[src/rtl/pzcorebus_pkg.sv]
// Shared definitions for the pzcorebus protocol monitor: error codes and helpers.
// Latency: n/a (definitions only).
// Backpressure: n/a (definitions only).
package pzcorebus_pkg;

    // Error codes double as bit positions in the monitor's sticky error vector.
    typedef enum logic [2:0] {
        PZCOREBUS_MCMD_UNSTABLE        = 3'd0,
        PZCOREBUS_MDATA_UNSTABLE       = 3'd1,
        PZCOREBUS_BURST_MISMATCH       = 3'd2,
        PZCOREBUS_SRESP_UNSTABLE       = 3'd3,
        PZCOREBUS_SRESP_UNKNOWN        = 3'd4,
        PZCOREBUS_OUTSTANDING_OVERFLOW = 3'd5,
        PZCOREBUS_FIFO_OVERFLOW        = 3'd6
    } pzcorebus_monitor_error;

    localparam int PZCOREBUS_MONITOR_ERROR_NUM = 7;

    // Lowest set bit wins when several errors fire in the same cycle.
    function automatic logic [2:0] first_error_code(
        input logic [PZCOREBUS_MONITOR_ERROR_NUM-1:0] err
    );
        first_error_code = 3'd0;
        for (int i = PZCOREBUS_MONITOR_ERROR_NUM - 1; i >= 0; i--) begin
            if (err[i]) begin
                first_error_code = 3'(i);
            end
        end
    endfunction

endpackage

[src/rtl/pzcorebus_protocol_monitor_fifo.sv]
// Small synchronous FIFO holding burst lengths / beat counts for write matching.
// Latency: a push is visible at o_head the cycle after it is accepted.
// Backpressure: none; a push to a full FIFO without a same-cycle pop is dropped.
//
// Ports: clk, i_rst_n (async active-low), i_push/i_data, i_pop,
//        o_full, o_empty, o_head (oldest entry, valid when !o_empty).
module pzcorebus_protocol_monitor_fifo #(
    parameter int WIDTH = 9,
    parameter int DEPTH = 8
) (
    input  logic             clk,
    input  logic             i_rst_n,
    input  logic             i_push,
    input  logic [WIDTH-1:0] i_data,
    input  logic             i_pop,
    output logic             o_full,
    output logic             o_empty,
    output logic [WIDTH-1:0] o_head
);
    localparam int AW = $clog2(DEPTH);

    logic [WIDTH-1:0] mem [DEPTH];
    logic [AW-1:0]    wr_ptr;
    logic [AW-1:0]    rd_ptr;
    logic [AW:0]      count;
    logic             do_push;
    logic             do_pop;

    assign o_full  = (count == (AW+1)'(DEPTH));
    assign o_empty = (count == '0);
    assign o_head  = mem[rd_ptr];

    // Pop is applied first, so a full FIFO can accept a push in a popping cycle.
    assign do_pop  = i_pop && !o_empty;
    assign do_push = i_push && (!o_full || do_pop);

    always_ff @(posedge clk or negedge i_rst_n) begin
        if (!i_rst_n) begin
            wr_ptr <= '0;
            rd_ptr <= '0;
            count  <= '0;
        end else begin
            if (do_push) begin
                wr_ptr <= wr_ptr + 1'b1;
            end
            if (do_pop) begin
                rd_ptr <= rd_ptr + 1'b1;
            end
            count <= count + (AW+1)'(do_push) - (AW+1)'(do_pop);
        end
    end

    // Storage needs no reset: entries are only read behind a reset pointer pair.
    always_ff @(posedge clk) begin
        if (do_push) begin
            mem[wr_ptr] <= i_data;
        end
    end

endmodule

[src/rtl/pzcorebus_protocol_monitor.sv]
// Passive pzcorebus port monitor: stability, burst matching and outstanding checks.
// Latency: error flags set at the edge ending the offending cycle (burst compare one cycle later).
// Backpressure: none; observes only, never drives the bus.
//
// Ports: clk, i_rst_n (async active-low), i_clear (clears error status only);
//        command channel i_mcmd_*/i_scmd_accept, write data i_mdata_*/i_sdata_accept,
//        response i_sresp_*/i_mresp_accept; outputs o_error (sticky per-type flags),
//        o_error_any, o_first_error (code of first error), o_error_count (saturating).
module pzcorebus_protocol_monitor
    import pzcorebus_pkg::*;
#(
    parameter int ID_WIDTH          = 4,
    parameter int OUTSTANDING_WIDTH = 4,
    parameter int BURST_WIDTH       = 8,
    parameter int FIFO_DEPTH        = 8,
    parameter int CMD_WIDTH         = 64,
    parameter int WDATA_WIDTH       = 64,
    parameter int RESP_WIDTH        = 64,
    parameter int COUNT_WIDTH       = 16
) (
    input  logic                   clk,
    input  logic                   i_rst_n,
    input  logic                   i_clear,
    input  logic                   i_mcmd_valid,
    input  logic                   i_scmd_accept,
    input  logic                   i_mcmd_non_posted,
    input  logic                   i_mcmd_with_data,
    input  logic [ID_WIDTH-1:0]    i_mid,
    input  logic [BURST_WIDTH-1:0] i_mburst_length,
    input  logic [CMD_WIDTH-1:0]   i_mcmd_payload,
    input  logic                   i_mdata_valid,
    input  logic                   i_sdata_accept,
    input  logic                   i_mdata_last,
    input  logic [WDATA_WIDTH-1:0] i_mdata_payload,
    input  logic                   i_sresp_valid,
    input  logic                   i_mresp_accept,
    input  logic                   i_sresp_last,
    input  logic [ID_WIDTH-1:0]    i_sresp_id,
    input  logic [RESP_WIDTH-1:0]  i_sresp_payload,
    output logic [PZCOREBUS_MONITOR_ERROR_NUM-1:0] o_error,
    output logic                   o_error_any,
    output logic [2:0]             o_first_error,
    output logic [COUNT_WIDTH-1:0] o_error_count
);
    localparam int LW     = BURST_WIDTH + 1;
    localparam int NUM_ID = 1 << ID_WIDTH;

    logic cmd_ack;
    logic data_ack;
    logic resp_ack;

    assign cmd_ack  = i_mcmd_valid && i_scmd_accept;
    assign data_ack = i_mdata_valid && i_sdata_accept;
    assign resp_ack = i_sresp_valid && i_mresp_accept;

    // ---------------- handshake stability ----------------
    logic                   mcmd_stall_q;
    logic                   mdata_stall_q;
    logic                   sresp_stall_q;
    logic [CMD_WIDTH-1:0]   mcmd_payload_q;
    logic [WDATA_WIDTH-1:0] mdata_payload_q;
    logic [RESP_WIDTH-1:0]  sresp_payload_q;

    always_ff @(posedge clk or negedge i_rst_n) begin
        if (!i_rst_n) begin
            mcmd_stall_q    <= 1'b0;
            mdata_stall_q   <= 1'b0;
            sresp_stall_q   <= 1'b0;
            mcmd_payload_q  <= '0;
            mdata_payload_q <= '0;
            sresp_payload_q <= '0;
        end else begin
            mcmd_stall_q    <= i_mcmd_valid && !i_scmd_accept;
            mdata_stall_q   <= i_mdata_valid && !i_sdata_accept;
            sresp_stall_q   <= i_sresp_valid && !i_mresp_accept;
            mcmd_payload_q  <= i_mcmd_payload;
            mdata_payload_q <= i_mdata_payload;
            sresp_payload_q <= i_sresp_payload;
        end
    end

    logic mcmd_unstable;
    logic mdata_unstable;
    logic sresp_unstable;

    // A stalled transfer must stay valid with an unchanged payload until accepted.
    assign mcmd_unstable  = mcmd_stall_q  && (!i_mcmd_valid  || (i_mcmd_payload  != mcmd_payload_q));
    assign mdata_unstable = mdata_stall_q && (!i_mdata_valid || (i_mdata_payload != mdata_payload_q));
    assign sresp_unstable = sresp_stall_q && (!i_sresp_valid || (i_sresp_payload != sresp_payload_q));

    // ---------------- burst length vs data beats ----------------
    logic          cmd_push;
    logic          data_push;
    logic          pair_pop;
    logic [LW-1:0] cmd_len;
    logic [LW-1:0] data_count_q;
    logic [LW-1:0] data_len;
    logic          cmd_full;
    logic          cmd_empty;
    logic          data_full;
    logic          data_empty;
    logic [LW-1:0] cmd_head;
    logic [LW-1:0] data_head;

    assign cmd_push  = cmd_ack && i_mcmd_with_data;
    assign data_push = data_ack && i_mdata_last;
    // A zero length field encodes the maximum burst of 2^BURST_WIDTH beats.
    assign cmd_len   = (i_mburst_length == '0) ? {1'b1, {BURST_WIDTH{1'b0}}}
                                               : {1'b0, i_mburst_length};
    assign data_len  = data_count_q + 1'b1;
    // Compare only when both sides have a completed entry; data may lead command.
    assign pair_pop  = !cmd_empty && !data_empty;

    always_ff @(posedge clk or negedge i_rst_n) begin
        if (!i_rst_n) begin
            data_count_q <= '0;
        end else if (data_ack) begin
            data_count_q <= i_mdata_last ? '0 : data_len;
        end
    end

    pzcorebus_protocol_monitor_fifo #(
        .WIDTH (LW),
        .DEPTH (FIFO_DEPTH)
    ) u_cmd_fifo (
        .clk     (clk),
        .i_rst_n (i_rst_n),
        .i_push  (cmd_push),
        .i_data  (cmd_len),
        .i_pop   (pair_pop),
        .o_full  (cmd_full),
        .o_empty (cmd_empty),
        .o_head  (cmd_head)
    );

    pzcorebus_protocol_monitor_fifo #(
        .WIDTH (LW),
        .DEPTH (FIFO_DEPTH)
    ) u_data_fifo (
        .clk     (clk),
        .i_rst_n (i_rst_n),
        .i_push  (data_push),
        .i_data  (data_len),
        .i_pop   (pair_pop),
        .o_full  (data_full),
        .o_empty (data_empty),
        .o_head  (data_head)
    );

    logic burst_mismatch;
    logic fifo_overflow;

    assign burst_mismatch = pair_pop && (cmd_head != data_head);
    assign fifo_overflow  = (cmd_push && cmd_full && !pair_pop) ||
                            (data_push && data_full && !pair_pop);

    // ---------------- per-ID outstanding tracking ----------------
    logic [OUTSTANDING_WIDTH-1:0] outstanding_q [NUM_ID];
    logic np_inc;
    logic resp_dec;
    logic resp_unknown;
    logic outstanding_ovf;

    assign np_inc          = cmd_ack && i_mcmd_non_posted;
    assign resp_dec        = resp_ack && i_sresp_last;
    assign resp_unknown    = resp_ack && (outstanding_q[i_sresp_id] == '0);
    assign outstanding_ovf = np_inc && (outstanding_q[i_mid] == '1);

    always_ff @(posedge clk or negedge i_rst_n) begin
        if (!i_rst_n) begin
            for (int i = 0; i < NUM_ID; i++) begin
                outstanding_q[i] <= '0;
            end
        end else begin
            for (int i = 0; i < NUM_ID; i++) begin
                // Saturate at both ends; a simultaneous inc/dec on one ID cancels.
                if (np_inc && (i_mid == ID_WIDTH'(i)) &&
                    !(resp_dec && (i_sresp_id == ID_WIDTH'(i)))) begin
                    if (outstanding_q[i] != '1) begin
                        outstanding_q[i] <= outstanding_q[i] + 1'b1;
                    end
                end else if (resp_dec && (i_sresp_id == ID_WIDTH'(i)) &&
                             !(np_inc && (i_mid == ID_WIDTH'(i)))) begin
                    if (outstanding_q[i] != '0) begin
                        outstanding_q[i] <= outstanding_q[i] - 1'b1;
                    end
                end
            end
        end
    end

    // ---------------- error status ----------------
    logic [PZCOREBUS_MONITOR_ERROR_NUM-1:0] new_error;

    always_comb begin
        new_error = '0;
        new_error[PZCOREBUS_MCMD_UNSTABLE]        = mcmd_unstable;
        new_error[PZCOREBUS_MDATA_UNSTABLE]       = mdata_unstable;
        new_error[PZCOREBUS_BURST_MISMATCH]       = burst_mismatch;
        new_error[PZCOREBUS_SRESP_UNSTABLE]       = sresp_unstable;
        new_error[PZCOREBUS_SRESP_UNKNOWN]        = resp_unknown;
        new_error[PZCOREBUS_OUTSTANDING_OVERFLOW] = outstanding_ovf;
        new_error[PZCOREBUS_FIFO_OVERFLOW]        = fifo_overflow;
    end

    // Clear only wipes the history; an error in the clearing cycle is still recorded.
    always_ff @(posedge clk or negedge i_rst_n) begin
        if (!i_rst_n) begin
            o_error       <= '0;
            o_first_error <= '0;
            o_error_count <= '0;
        end else begin
            if (i_clear) begin
                o_error <= new_error;
            end else begin
                o_error <= o_error | new_error;
            end

            if ((i_clear || (o_error == '0)) && (new_error != '0)) begin
                o_first_error <= first_error_code(new_error);
            end else if (i_clear) begin
                o_first_error <= '0;
            end

            if (i_clear) begin
                o_error_count <= (new_error != '0) ? COUNT_WIDTH'(1) : '0;
            end else if ((new_error != '0) && (o_error_count != '1)) begin
                o_error_count <= o_error_count + 1'b1;
            end
        end
    end

    assign o_error_any = |o_error;

endmodule

[config.mk]
export PLATFORM = sky130hd
export DESIGN_NAME = pzcorebus_protocol_monitor
export DESIGN_NICKNAME = d
export VERILOG_FILES = /design/src/rtl/pzcorebus_pkg.sv /design/src/rtl/pzcorebus_protocol_monitor_fifo.sv /design/src/rtl/pzcorebus_protocol_monitor.sv
export SDC_FILE = /design/constraint.sdc
export NUM_CORES = 1
export LEC_CHECK = 0
export ABC_AREA = 1
export BUFFER_PORTS_ARGS = -buffer_cell sky130_fd_sc_hd__buf_2
export CORE_UTILIZATION = 54
export DETAILED_ROUTE_END_ITERATION = 7
export PLACE_DENSITY = 0.84
export SLEW_MARGIN = 25
export SYNTH_ARGS = -nofsm -noshare
export SYNTH_HDL_FRONTEND = slang
export SYNTH_SLANG_ARGS = --single-unit
[constraint.sdc]
create_clock -name clk -period 2.35 [get_ports clk]
set_input_delay 0.47 -clock clk [delete_from_list [all_inputs] [get_ports clk]]
set_output_delay 0.47 -clock clk [all_outputs]
set_load 0.05 [all_outputs]
Word level (Yosys, flattened, before mapping)
Memory sizes are Yosys's and may differ from the RTL's.
Cells that the tools add are included.
Word-level totals
  bits of input ports: 221
  RAM bits: 144
  output and inout bits: 27
  word-level logic and storage cells: 456
  flip-flop bits (word level): 314
  memories: 2
Memory list
  u_cmd_fifo.mem: words 8, bits a word 9, rd ports 1, clocked after memory_dff 0, wr ports 1, line pzcorebus_protocol_monitor_fifo.sv:22  | logic [WIDTH-1:0] mem [DEPTH];
  u_data_fifo.mem: words 8, bits a word 9, rd ports 1, clocked after memory_dff 0, wr ports 1, line pzcorebus_protocol_monitor_fifo.sv:22
Cells by class
  reduce and logical (&&, ||, !) cells: 216
  magnitude comparators: 2
  mux-type cells: 89
  bitwise logic cells: 3
  add/subtract/negate cells: 42
  equal/unequal tests: 70
Operators with widths (number)
  4-bit two-way mux: 68
  64-bit != test: 3
  1-bit logical AND: 91
  4-bit equality test, second input constant: 19
  2-bit nonzero test: 34
  4-bit by 1-bit adder with 4-bit output, second input constant: 16
  4-bit != test, second input constant: 16
  4-bit nonzero test: 16
  4-bit by 1-bit subtractor with 4-bit output, second input constant: 16
  3-bit AND reduction: 16
  1-bit zero test: 43
  4-bit binary-select mux with 4-bit select: 2
  4-bit by 3-bit equality test with 1-bit output, second input constant: 8
  16-bit two-way mux: 2
  2-bit by 1-bit != test with 1-bit output, second input constant: 16
  3-bit two-way mux: 9
  4-bit zero test: 5
  9-bit two-way mux: 2
  16-bit by 1-bit adder with 16-bit output, second input constant: 1
  4-bit by 2-bit equality test with 1-bit output, second input constant: 4
  16-bit != test, second input constant: 1
  3-bit by 1-bit adder with 3-bit output, second input constant: 4
  5-bit greater-or-equal comparator, second input constant: 2
  4-bit inverter with 5-bit output: 2
  13 further kinds: 26

Depth between registers and ports, before layout
Gate-level depths: netlist (run 1).
  depth in word-level cells: 14
  depth in mapped cells: 21

Cells and area by module
A second synthesis (run 1) with hierarchy kept.
Second synthesis, totals
  cell total of the unflattened synthesis: 2643
  area, all modules: 23000.8 sq um
By module, submodules not included
  pzcorebus_protocol_monitor: times used 1, area an instance 15877.7 sq um, seq. area each 7357.1 sq um, cells each 2015
  pzcorebus_protocol_monitor_fifo at u_data_fifo: times used 1, area an instance 3567.2 sq um, seq. area each 2412.3 sq um, cells each 314
  pzcorebus_protocol_monitor_fifo at u_cmd_fifo: times used 1, area an instance 3555.9 sq um, seq. area each 2412.3 sq um, cells each 314

Worst setup path after synthesis (run 1)
Ideal clock, no wire load.
  path type: register to register
  from: reg o_error_count[0]
  to: reg o_error_count[3]
  arrival: 2.464 ns
  library setup time: 0.119 ns
  path buffers: 1
  path slack: -0.233 ns
  cell stages (with the launch flop): 14
  clock period less this slack: 2.583 ns
  cell sequence: dfrtp_1 > ha_1 > nand3_1 > nor3_1 > nand3_1 > nor2_1 > nand4_1 > nor2_1 > nand3_1 > nand2_4 > nand2_4 > buf_6 > nand2_1 > nand2_1
Between the ends
  word-level cells in the longest chain between the ends: 3
  elaborated cells between the ends (all ways): 6
  classes of those cells: add/sub: 1; eq/ne: 1; mux: 2; reduce/logical: 2
RTL lines
  start, declared: line pzcorebus_protocol_monitor.sv:43  | output logic [COUNT_WIDTH-1:0] o_error_count
  start signal, assigned: line pzcorebus_protocol_monitor.sv:226  | o_error_count <= (new_error != '0) ? COUNT_WIDTH'(1) : '0;
  start signal, assigned: line pzcorebus_protocol_monitor.sv:228  | o_error_count <= o_error_count + 1'b1;
  16-bit by 1-bit adder with 16-bit output or 16-bit != test (tied branches): line pzcorebus_protocol_monitor.sv:228, pzcorebus_protocol_monitor.sv:227
  16-bit two-way mux or 1-bit logical AND (tied branches): line pzcorebus_protocol_monitor.sv:227  | end else if ((new_error != '0) && (o_error_count != '1)) begin
  16-bit two-way mux or 2-bit nonzero test (tied branches)
Several ways; a longest one is shown, not always the timed one. The select of a mux whose other input is x is not followed.
A chain may end at the register's enable or synchronous reset.

Worst setup path after layout (run 1)
  from: in i_sresp_payload[19]
  to: reg o_error_count[5]
Between the ends
  word-level cells in the longest chain between the ends: 6
RTL lines
  start, declared: line pzcorebus_protocol_monitor.sv:39  | input logic [RESP_WIDTH-1:0] i_sresp_payload,
  64-bit != test: line pzcorebus_protocol_monitor.sv:89  | assign sresp_unstable = sresp_stall_q && (!i_sresp_valid || (i_sresp_payload != sresp_payload_q));
  1-bit logical OR: line pzcorebus_protocol_monitor.sv:89
  1-bit logical AND: line pzcorebus_protocol_monitor.sv:89
  7-bit nonzero test: line pzcorebus_protocol_monitor.sv:227
  1-bit logical AND: line pzcorebus_protocol_monitor.sv:227
  2-bit nonzero test (no source line)
Every way passes these cells.

==> impl_metrics.ini, run 1 <==
[setup_path]
startpoint_type = input pin
crit_chain = dlygate4sd3_1 -> buf_2 -> inv_1 -> nand2_1 -> nand2_1 -> nor2_1 -> nand3_1 -> nor2_1 -> nand3_1 -> nor2_1 -> nand3_2 -> nand2_4 -> nand4_4 -> nand2_8 -> nand2_4 -> nand2_2 -> nand2_1
crit_family = simple AND/OR/NAND/NOR gates
critPathMaxStageDelay_ns = 0.55
crit_arrival_ns = 2.93
worst_setup_path_end_kind = flip-flop
path_buf_inv = 3
crit_required_ns = 2.81
critPathMaxFanout = 5
slowest_stage = dlygate4sd3_1
critPathKind = in -> reg

[power]
p_int_uw = 17800
seq_power_share_pct = 36.9
p_leak_uw = 0.01490
powerDensity_nw_per_um2 = 916.9
clkPwrFrac_pct = 30.4
switching_power_uw = 9587
power.total_uw = 27390
comb_power_share_pct = 32.6
p_sw_share_pct = 35.01
max-vdd-ir-drop_mv = 0.6575

[floorplan]
die_area_um2 = 43820
die-height_um = 209.3
io_pins = 248
core_um2 = 42130
chipWidth_um = 209.3
initial_core_util_pct = 55.09
rows = 75

[placement]
post-place-cells = 3639
place_congestion = 0.9421
io_buffers = 247
dp_slack_ns = -0.4557
dpl.hpwl_mm = 43.04

[synth]
ys_seq_area_share_pct = 52.48
synth-edff-count = 144
syn_inst = 2723
yosysWarningCount = 0
ys_ff_latch = 458
syn_area_per_cell_um2 = 8.525
synth_ff_type = dfrtp_1
syn_area_um2 = 23210
async_flop_share_pct = 68.56
synth_cell_types = 43
syn-num-nets = 3028

[sta]
hold_viol = 0
timing.fmax_ghz = 0.4059
setup_slack_ns = -0.1138
worst_slew_pin_slew_ns = 0.8158
setup_violations = 17
maxSlewHeadroom_pct = 45.55
rsz0062_at_grt = yes
min_period_over_period_pct = 104.8
slew_viol_final = 0
hold_ws_ns = 0.01736
clock_skew_ns = 0.01844
fin_crit_ns = 2.464

[cells_and_area]
regArea_um2 = 12190
fillers = 2785
layout.cells.non_filler = 3875
layout_commonest_cell = nand2_1
drive_gt1_share_pct = 19.75
multi_input_area_um2 = 9499
layout.nets = 3584
fin_util_pct = 70.89
area_growth_pct = 28.67
layout_common_cells = nand2_1 (770), inv_1 (426), dfrtp_1 (311), nor2_1 (269), buf_2 (246)

[clocking]
cts-buffers-inserted = 48
clk_path_buf_depth = 3
clkSinkCount = 458
ctsRootBufferMaster = clkbuf_16
htreeDepth = 2
clk_latency_ns = 0.59
clk_pin_slew_ns = 0.07
cts_tree = done

[detailed_routing]
drtAntennaViolNets = 0
wl_mm = 68.91
drtIter0Drc = 1787
drt_pass1_iterations = 6
via_per_inst = 5.451
post_drt_wl_per_cell_um = 17.78
remaining_drc_errors = 0
vias = 21120

[global_route]
grt_overflow = 0
grt-busiest-layer = met2
met2_usage_pct = 54.69
grt_pass1_vias = 21850
grt_pass1_wl_mm = 109.3
use_met1_pct = 35.62
grt_usage_pct = 31.58
grt_start_max_net_pins = 63
use_met3_pct = 7.302
antenna_found_initial = 21

[run_status]
status = finished, violations left
violations = setup timing

[run]
drv_cap = 0

[worst_hold_path]
hold_class = in -> reg
[state kept, by name (all words and copies together), names as in the netlist]
signal,flops
u_cmd_fifo.mem,72
u_data_fifo.mem,72
mcmd_payload_q,64
mdata_payload_q,64
outstanding_q,64
sresp_payload_q,64
o_error_count,16
data_count_q,9
o_error,7
u_cmd_fifo.count,4
u_data_fifo.count,4
o_first_error,3
u_cmd_fifo.rd_ptr,3
u_cmd_fifo.wr_ptr,3
u_data_fifo.rd_ptr,3
u_data_fifo.wr_ptr,3
mcmd_stall_q,1
mdata_stall_q,1
sresp_stall_q,1
[routing by layer]
metal / part of all wire, % / wire (um)
met5: 0.019 / 13
met4: 6.4 / 4418
met3: 6.9 / 4736
met2: 50 / 34370
met1: 37 / 25380
[per-stage QoR]
step	cell area (um^2)	TNS, ns
final	29870	-1.279
after global routing	29860	-3.105
after CTS	29520	-0.09004
after detailed placement	26380	-17.16
after global placement	26380	-10.96
after floorplan	23390	-0.04114
[synthesized netlist by cell type (2+ instances only)]
cell type    n  share of area (%)
a31oi_1      2              0.054
nand2_4      2              0.097
nand2_1    800                 13
buf_6       19               0.92
o22ai_1     11               0.30
o21ai_0    101                2.2
inv_1      433                7.0
and3_1       3              0.081
inv_2        3              0.049
a21oi_1     24               0.52
or2_2       19               0.51
edfxtp_1   144                 19
nor4_1       5               0.13
xor2_1      72                2.7
buf_4        8               0.26
a211oi_1    15               0.49
nor2_4       2              0.097
dfrtp_1    314                 34
a311oi_1     2              0.075
nor3b_1      3              0.097
nor3_1      38               0.82
fa_1        18                1.6
nand2_2     11               0.30
nand3_1    185                4.0
xnor2_1     51                1.9
ha_1        66                3.6
clkbuf_1    11               0.18
clkinv_1     2              0.032
nand4_1     40                1.1
nor2_2       2              0.054
o21ai_1     15               0.32
inv_6        2              0.075
buf_2       10               0.22
nor2_1     280                4.5
nand3b_1     2              0.065
[power by group through the flow]
stage / Sequential (uW) / Combinational (uW) / Clock (uW)
floorplan: 10100 / 5420 / 0
global placement: 10100 / 7250 / 0
detailed placement: 10200 / 7750 / 0
CTS: 10100 / 8330 / 8370
global route: 10200 / 9850 / 8740
finish: 10100 / 8940 / 8330
[what timing repair did]
| action | in CTS | in global routing |
|---|---|---|
| gates resized for setup | 40 | 64 |
| setup buffers | 2 | 2 |
| endpoints found under the hold margin | 168 | 0 |
| cloned | 3 | 1 |
| hold buffers | 121 | 0 |
| pin swaps | 23 | 25 |
| setup endpoints to repair | 17 | 36 |
[layout make-up]
class	instances	share of cell area (%)
Sequential cell	458	40.80
Tap cell	539	2.258
Timing Repair Buffer	554	13.57
Clock buffer	73	4.893
Inverter	440	5.630
Clock inverter	14	0.8839
Antenna cell	20	0.1676
Multi-Input combinational cell	1777	31.80
[cell families (layout without fill, tap and decap cells)]
logic type | Yosys count | after routing | synth area share, %
adders and majority gates | 84 | 84 | 5.110
xor gates and xnor gates | 123 | 123 | 4.641
buffers and inverters | 489 | 1081 | 8.753
DFF | 458 | 458 | 52.48
and+or+nand+nor | 1394 | 1395 | 24.90
other | 0 | 20 | 0
muxes | 1 | 1 | 0.04851
AOI/OAI and AO/OA | 174 | 174 | 4.069
[final timing paths]
path	from	endpoint	slack, ns	depth (start not counted)
max reg2reg	u_cmd_fifo.rd_ptr[0]$_DFFE_PN0P_	o_error_count[5]$_DFFE_PN0P_	-0.11	19
min in group asynchronous	i_rst_n	mdata_payload_q[39]$_DFF_PN0_	0.42	2
min	i_mdata_payload[59]	mdata_payload_q[59]$_DFF_PN0_	0.02	1
min reg2reg	o_first_error[2]$_DFFE_PN0P_	o_first_error[2]$_DFFE_PN0P_	0.50	2
max in group asynchronous	i_rst_n	outstanding_q[23]$_DFFE_PN0P_	1.17	3
max	i_sresp_payload[19]	o_error_count[5]$_DFFE_PN0P_	-0.11	17
(Power assumes the default switching activity.)
==> inputs of run 2 (changes only) <==
--- a/config.mk
+++ b/config.mk
@@ -7,7 +7,9 @@
 export LEC_CHECK = 0
 export ABC_AREA = 1
 export BUFFER_PORTS_ARGS = -buffer_cell sky130_fd_sc_hd__buf_2
-export CORE_UTILIZATION = 54
+export CELL_PAD_IN_SITES_DETAIL_PLACEMENT = 1
+export CELL_PAD_IN_SITES_GLOBAL_PLACEMENT = 2
+export CORE_UTILIZATION = 33
 export DETAILED_ROUTE_END_ITERATION = 7
 export PLACE_DENSITY = 0.84
 export SLEW_MARGIN = 25
==> run 2 against run 1 <==
The run still ends with setup timing left. Cell area grew 5.8%. Combinational power grew 10%. Sequential share of layout area shrank 2.3 points. Routed wire length increased by 12%. Global-route usage shrank 9.6 points. Via count is 2.1% lower. Critical path type unchanged. Largest power group unchanged. Highest routed layer is now met4.
==> impl_metrics.ini, run 2 (synthesis results as in run 1) <==
[run_status]
status = finished, violations left
violations = setup timing

[setup_path]
crit_required_ns = 2.90
critPathKind = in -> reg
crit_arrival_ns = 2.98
crit-reg2reg-launch = u_data_fifo.rd_ptr[0]$_DFFE_PN0P_
reg2reg_to = o_error_count[13]$_DFFE_PN0P_
crit_chain = dlygate4sd3_1 -> buf_2 -> inv_1 -> nand2_1 -> nand2_1 -> inv_1 -> nand3_1 -> nor3_2 -> nand3_1 -> nor2_1 -> buf_4 -> nand3_1 -> nand2_1 -> nand4_4 -> nand2_8 -> buf_12 -> nand3_1 -> nand2_1
crit_family = simple AND/OR/NAND/NOR gates
critPathMaxFanout = 6
startpoint_type = input pin
slowest_stage = dlygate4sd3_1
reg2reg_setup_slack_ns = -0.02
worst_setup_path_end_kind = flip-flop
path_buf_inv = 6
r2r_cells = 18
critPathMaxStageDelay_ns = 0.53

[clocking]
clkSinkCount = 458
clk_path_buf_depth = 3
cts-buffers-inserted = 53
clk_pin_slew_ns = 0.06
clk_latency_ns = 0.62
ctsRootBufferMaster = clkbuf_16
htreeDepth = 2
cts_tree = done

[cells_and_area]
layout_common_cells = nand2_1 (766), inv_1 (428), dfrtp_1 (312), nor2_1 (269), buf_2 (246)
drive_gt1_share_pct = 20.65
fin_util_pct = 45.78
area_growth_pct = 36.19
layout_commonest_cell = nand2_1
layout.nets = 3700
finish.instance_area_um2 = 31620
fillers = 8111
layout.cells.non_filler = 4391
largest_registers = u_cmd_fifo.mem (72), u_data_fifo.mem (72)

[placement]
io_buffers = 247
place_congestion = 0.8433
dpl.hpwl_mm = 53.36
post-place-cells = 4066
dpl-instance-area_um2 = 27210

[sta]
maxSlewHeadroom_pct = 37.87
hold_viol = 0
clock_skew_ns = 0.02861
setup_violations = 16
fin_crit_ns = 2.434
worst_slew_pin_slew_ns = 0.9309
slew_viol_final = 0
setup_slack_ns = -0.08407
min_period_over_period_pct = 103.6
timing.fmax_ghz = 0.4108
rsz0062_at_grt = yes

[worst_hold_path]
worstHoldStart = i_mdata_valid
hold_end = mdata_stall_q$_DFF_PN0_
hold_class = in -> reg
whs_path_depth = 3

[power]
powerDensity_nw_per_um2 = 907.1
max-vdd-ir-drop_mv = 0.5650
p_leak_uw = 0.01549
power.total_uw = 28680

[detailed_routing]
drtAntennaViolNets = 0
via_per_inst = 4.710
vias = 20680
wl_mm = 77.42
drtIter0Drc = 820
post_drt_wl_per_cell_um = 17.63
remaining_drc_errors = 0
drt_pass1_iterations = 5

[floorplan]
die-height_um = 267.2
core_um2 = 69070
io_pins = 248
rows = 96
die_area_um2 = 71410
initial_core_util_pct = 33.61
chipWidth_um = 267.2

[global_route]
antenna_found_initial = 20
grt_overflow = 0
grt_usage_pct = 21.94
grt_pass1_wl_mm = 123.0
grt_pass1_vias = 23190
grt_start_max_net_pins = 68

[run]
drv_cap = 0
-- run 2: changes by cell type in the layout (fill, tap and decap cells not counted), moves of 6 or more --
| cell | previous run | this run |
|---|---|---|
| dlygate4sd3_1 | 121 | 193 |
| buf_4 | 169 | 199 |
| nand2_2 | 33 | 43 |
| nand3_2 | 16 | 26 |
| nand3_1 | 167 | 159 |
| clkbuf_16 | 51 | 58 |
| nand2_4 | 9 | 2 |
| nor2_2 | 7 | 13 |
| nor2_4 | 8 | 2 |
-- run 2: final cells by class --
class                           instances  area, um^2  area share, %
Inverter                              440        1697          5.366
Clock buffer                           77        1539          4.868
Clock inverter                         22       307.8         0.9736
Timing Repair inverter                  1       11.26        0.03562
Tap cell                              931        1165          3.685
Sequential cell                       458       12180          38.54
Timing Repair Buffer                  664        5155          16.31
Multi-Input combinational cell       1777        9504          30.06
Antenna cell                           21       52.55         0.1662
-- run 2: power by group --
part | total, uW | leakage (uW) | internal, uW | switching [uW]
Sequential | 10000 | 0.00506 | 9150 | 864
Combinational | 9850 | 0.00953 | 4120 | 5730
Clock | 8820 | 0.000897 | 5230 | 3590
Total | 28700 | 0.0155 | 18500 | 10200
-- run 2: timing repair --
action / 4_1_cts / 5_1_grt
setup buffers: 4 / 2
resized for setup: 40 / 67
pin swaps: 9 / 34
cloned: 2 / 4
setup endpoints to repair: 17 / 37
endpoints found under the hold margin: 247 / 0
hold buffers: 193 / 0
-- run 2: worst register-to-register path: stages (launching register included) --
cell and delay [ns]:
dfrtp_1 0.40, buf_12 0.17, buf_4 0.17, nand2_1 0.06, nand3_1 0.10, nand3_1 0.13
nand2_2 0.08, nand2_1 0.07, nand2_1 0.07, inv_1 0.06, nand2_1 0.05, nor2_1 0.11
nand2_2 0.10, nand2_4 0.10, nand4_4 0.16, nand2_8 0.16, buf_12 0.13, nand3_1 0.06
nand2_1 0.11
-- run 2: stage by stage --
step	setup TNS, ns	hold slack [ns]	setup slack [ns]
finish	-0.8915	0.08798	-0.08407
global route	-3.834	0.06620	-0.2318
CTS	-0.04641	0.04891	-0.01409
detailed placement	-22.60	0.4861	-0.5520
global placement	-16.89	0.4765	-0.4983
floorplan	-0.04114	0.1744	-0.03877
-- run 2: worst max path at each step --
stage                                                 from                            end  slack, ns  depth (start not counted)
after floorplan                                   i_mid[0]  outstanding_q[19]$_DFFE_PN0P_      -0.04                         13
after global placement                       i_scmd_accept  outstanding_q[47]$_DFFE_PN0P_      -0.50                         16
after detailed placement                     i_scmd_accept  outstanding_q[31]$_DFFE_PN0P_      -0.55                         16
after CTS                 u_cmd_fifo.rd_ptr[0]$_DFFE_PN0P_  o_error_count[11]$_DFFE_PN0P_      -0.01                         20
after global routing                     i_mcmd_payload[1]  o_error_count[11]$_DFFE_PN0P_      -0.23                         17
final                                   i_sresp_payload[7]  o_error_count[13]$_DFFE_PN0P_      -0.08                         18
-- run 2: routing by layer --
metal | up-vias | part of all wire [%] | GRT usage, %
li1 | 9892 | - | -
met1 | 10210 | 41 | 25.92
met2 | 394 | 51 | 38.95
met3 | 181 | 4.2 | 4.027
met4 | 0 | 3.8 | 8.978
met5 | - | 0 | 0
==> inputs of run 3 (changes only) <==
--- a/config.mk
+++ b/config.mk
@@ -7,9 +7,9 @@
 export LEC_CHECK = 0
 export ABC_AREA = 1
 export BUFFER_PORTS_ARGS = -buffer_cell sky130_fd_sc_hd__buf_2
-export CELL_PAD_IN_SITES_DETAIL_PLACEMENT = 1
-export CELL_PAD_IN_SITES_GLOBAL_PLACEMENT = 2
-export CORE_UTILIZATION = 33
+export CAP_MARGIN = 0
+export CORE_UTILIZATION = 54
+export CTS_BUF_LIST = sky130_fd_sc_hd__clkbuf_16
 export DETAILED_ROUTE_END_ITERATION = 7
 export PLACE_DENSITY = 0.84
 export SLEW_MARGIN = 25
==> run 3 against run 2 <==
The flow still finishes with violations (setup timing). Setup slack worse by 0.063 ns. Clock power shrank 11%. Register-to-register slack got worse by 0.13 ns. Global-route usage rose by 8.4 points. Critical endpoint is now o_error_count[5]$_DFFE_PN0P_. Critical path depth did not move. Core utilization is 24 points higher.
==> impl_metrics.ini, run 3 (synthesis results as in run 1) <==
[run_status]
status = finished, violations left
violations = setup timing

[clocking]
cts-buffers-inserted = 48
ctsRootBufferMaster = clkbuf_16
clk_pin_slew_ns = 0.07
clk_latency_ns = 0.59
clk_path_buf_depth = 3
clkSinkCount = 458
htreeDepth = 2
cts_tree = done

[global_route]
antenna_found_initial = 21
grt_pass1_vias = 21380
grt_start_max_net_pins = 63
grt_pass1_wl_mm = 105.7
grt_usage_pct = 30.30
grt_overflow = 0

[placement]
io_buffers = 247
dpl-instance-area_um2 = 26380
dpl.hpwl_mm = 43.04
dp_slack_ns = -0.4557
place_congestion = 0.9421

[cells_and_area]
fillers = 2910
regArea_um2 = 12190
finish.instance_area_um2 = 29400
largest_registers = u_cmd_fifo.mem (72), u_data_fifo.mem (72)
area_growth_pct = 26.63
drive_gt1_share_pct = 18.85
layout_commonest_cell = nand2_1
layout.nets = 3563
layout_common_cells = nand2_1 (780), inv_1 (439), dfrtp_1 (311), nor2_1 (269), buf_2 (246)
multi_input_area_um2 = 9369

[floorplan]
die_area_um2 = 43820
io_pins = 248
core_um2 = 42130
initial_core_util_pct = 55.09
die-height_um = 209.3
chipWidth_um = 209.3
rows = 75

[setup_path]
worst_setup_path_end_kind = flip-flop
startpoint_type = flip-flop
crit_arrival_ns = 3.01
critPathMaxFanout = 8
crit_required_ns = 2.86
critPathKind = reg -> reg

[detailed_routing]
vias = 20660
drtAntennaViolNets = 0
drtIter0Drc = 1771
post_drt_wl_per_cell_um = 17.24
wl_mm = 66.48
drt_pass1_iterations = 6
via_per_inst = 5.359
remaining_drc_errors = 0

[power]
p_leak_uw = 0.01475
powerDensity_nw_per_um2 = 906.1
switching_power_uw = 9392
p_int_uw = 17240
power.total_uw = 26640
p_sw_share_pct = 35.26
max-vdd-ir-drop_mv = 0.6861
clkPwrFrac_pct = 29.5
seq_power_share_pct = 38.0
comb_power_share_pct = 32.6

[sta]
worst_slew_pin_slew_ns = 0.9228
setup_slack_ns = -0.1468
slew_viol_final = 0
hold_ws_ns = 0.01752
hold_viol = 0
clock_skew_ns = 0.01450
setup_violations = 19
timing.fmax_ghz = 0.4005
min_period_over_period_pct = 106.2
fin_crit_ns = 2.497
rsz0062_at_grt = yes
maxSlewHeadroom_pct = 38.41

[worst_hold_path]
hold_class = in -> reg

[run]
drv_cap = 0
## run 3: area by class of cell
| class | count | share of cell area (%) |
|---|---|---|
| Sequential cell | 458 | 41.45 |
| Clock buffer | 50 | 4.256 |
| Timing Repair Buffer | 533 | 13.04 |
| Inverter | 440 | 5.708 |
| Multi-Input combinational cell | 1777 | 31.87 |
| Tap cell | 539 | 2.294 |
| Clock inverter | 37 | 1.192 |
| Antenna cell | 22 | 0.1873 |
## run 3: power groups by stage
stage | combinational [uW] | sequential, uW | clock, uW
2_1_floorplan | 5420 | 10100 | 0
4_1_cts | 8250 | 10100 | 7900
3_3_place_gp | 7250 | 10100 | 0
6_report | 8670 | 10100 | 7850
3_5_place_dp | 7750 | 10200 | 0
5_1_grt | 9610 | 10200 | 8260
## run 3: path summary, 6_finish.rpt
| path | from | end | slack, ns | cells past startpoint |
|---|---|---|---|---|
| max in group asynchronous | i_rst_n | outstanding_q[23]$_DFFE_PN0P_ | 1.19 | 3 |
| min in group asynchronous | i_rst_n | mdata_payload_q[39]$_DFF_PN0_ | 0.42 | 2 |
| hold / removal | i_sresp_payload[13] | sresp_payload_q[13]$_DFF_PN0_ | 0.02 | 1 |
| setup reg to reg | u_cmd_fifo.rd_ptr[0]$_DFFE_PN0P_ | o_error_count[5]$_DFFE_PN0P_ | -0.15 | 18 |
| hold reg to reg | o_first_error[2]$_DFFE_PN0P_ | o_first_error[2]$_DFFE_PN0P_ | 0.50 | 2 |
| setup / recovery | u_cmd_fifo.rd_ptr[0]$_DFFE_PN0P_ | o_error_count[5]$_DFFE_PN0P_ | -0.15 | 18 |
## run 3: timing repair
action,in CTS,in global routing
gates cloned,1,3
hold buffers,101,0
resized for setup,29,43
endpoints found under the hold margin,148,0
setup endpoints to repair,19,35
setup buffers,3,0
pin swaps,8,22
## run 3: layer usage
layer	part of all wire (%)	global-route usage, %
met1	37	34.77
met2	51	53.86
met3	6.9	5.626
met4	5.5	15.90
met5	0	0
## run 3: metrics by stage
| step | utilization (%) | instances | setup TNS (ns) |
|---|---|---|---|
| finish | 69.77 | 3856 | -2.036 |
| global route | 69.77 | 3856 | -4.631 |
| CTS | 69.18 | 3831 | -0.1025 |
| detailed placement | 62.62 | 3639 | -17.16 |
| global placement | 62.62 | 3639 | -10.96 |
| floorplan | - | 2723 | -0.04114 |
## run 3: worst max-delay path, stage by stage, from the launching register on
cell and delay (ns):
dfrtp_1 0.40, buf_12 0.17, buf_16 0.14, nand2_1 0.11
nand3_1 0.13, nand2_1 0.09, nand2_1 0.08, nand2_2 0.13
nand2_1 0.06, nand2_1 0.08, nand3_2 0.09, nor2_2 0.12
nand2_2 0.09, nand2_4 0.09, nand4_4 0.16, nand2_8 0.16
buf_6 0.14, nand3_1 0.07, nand2_1 0.10
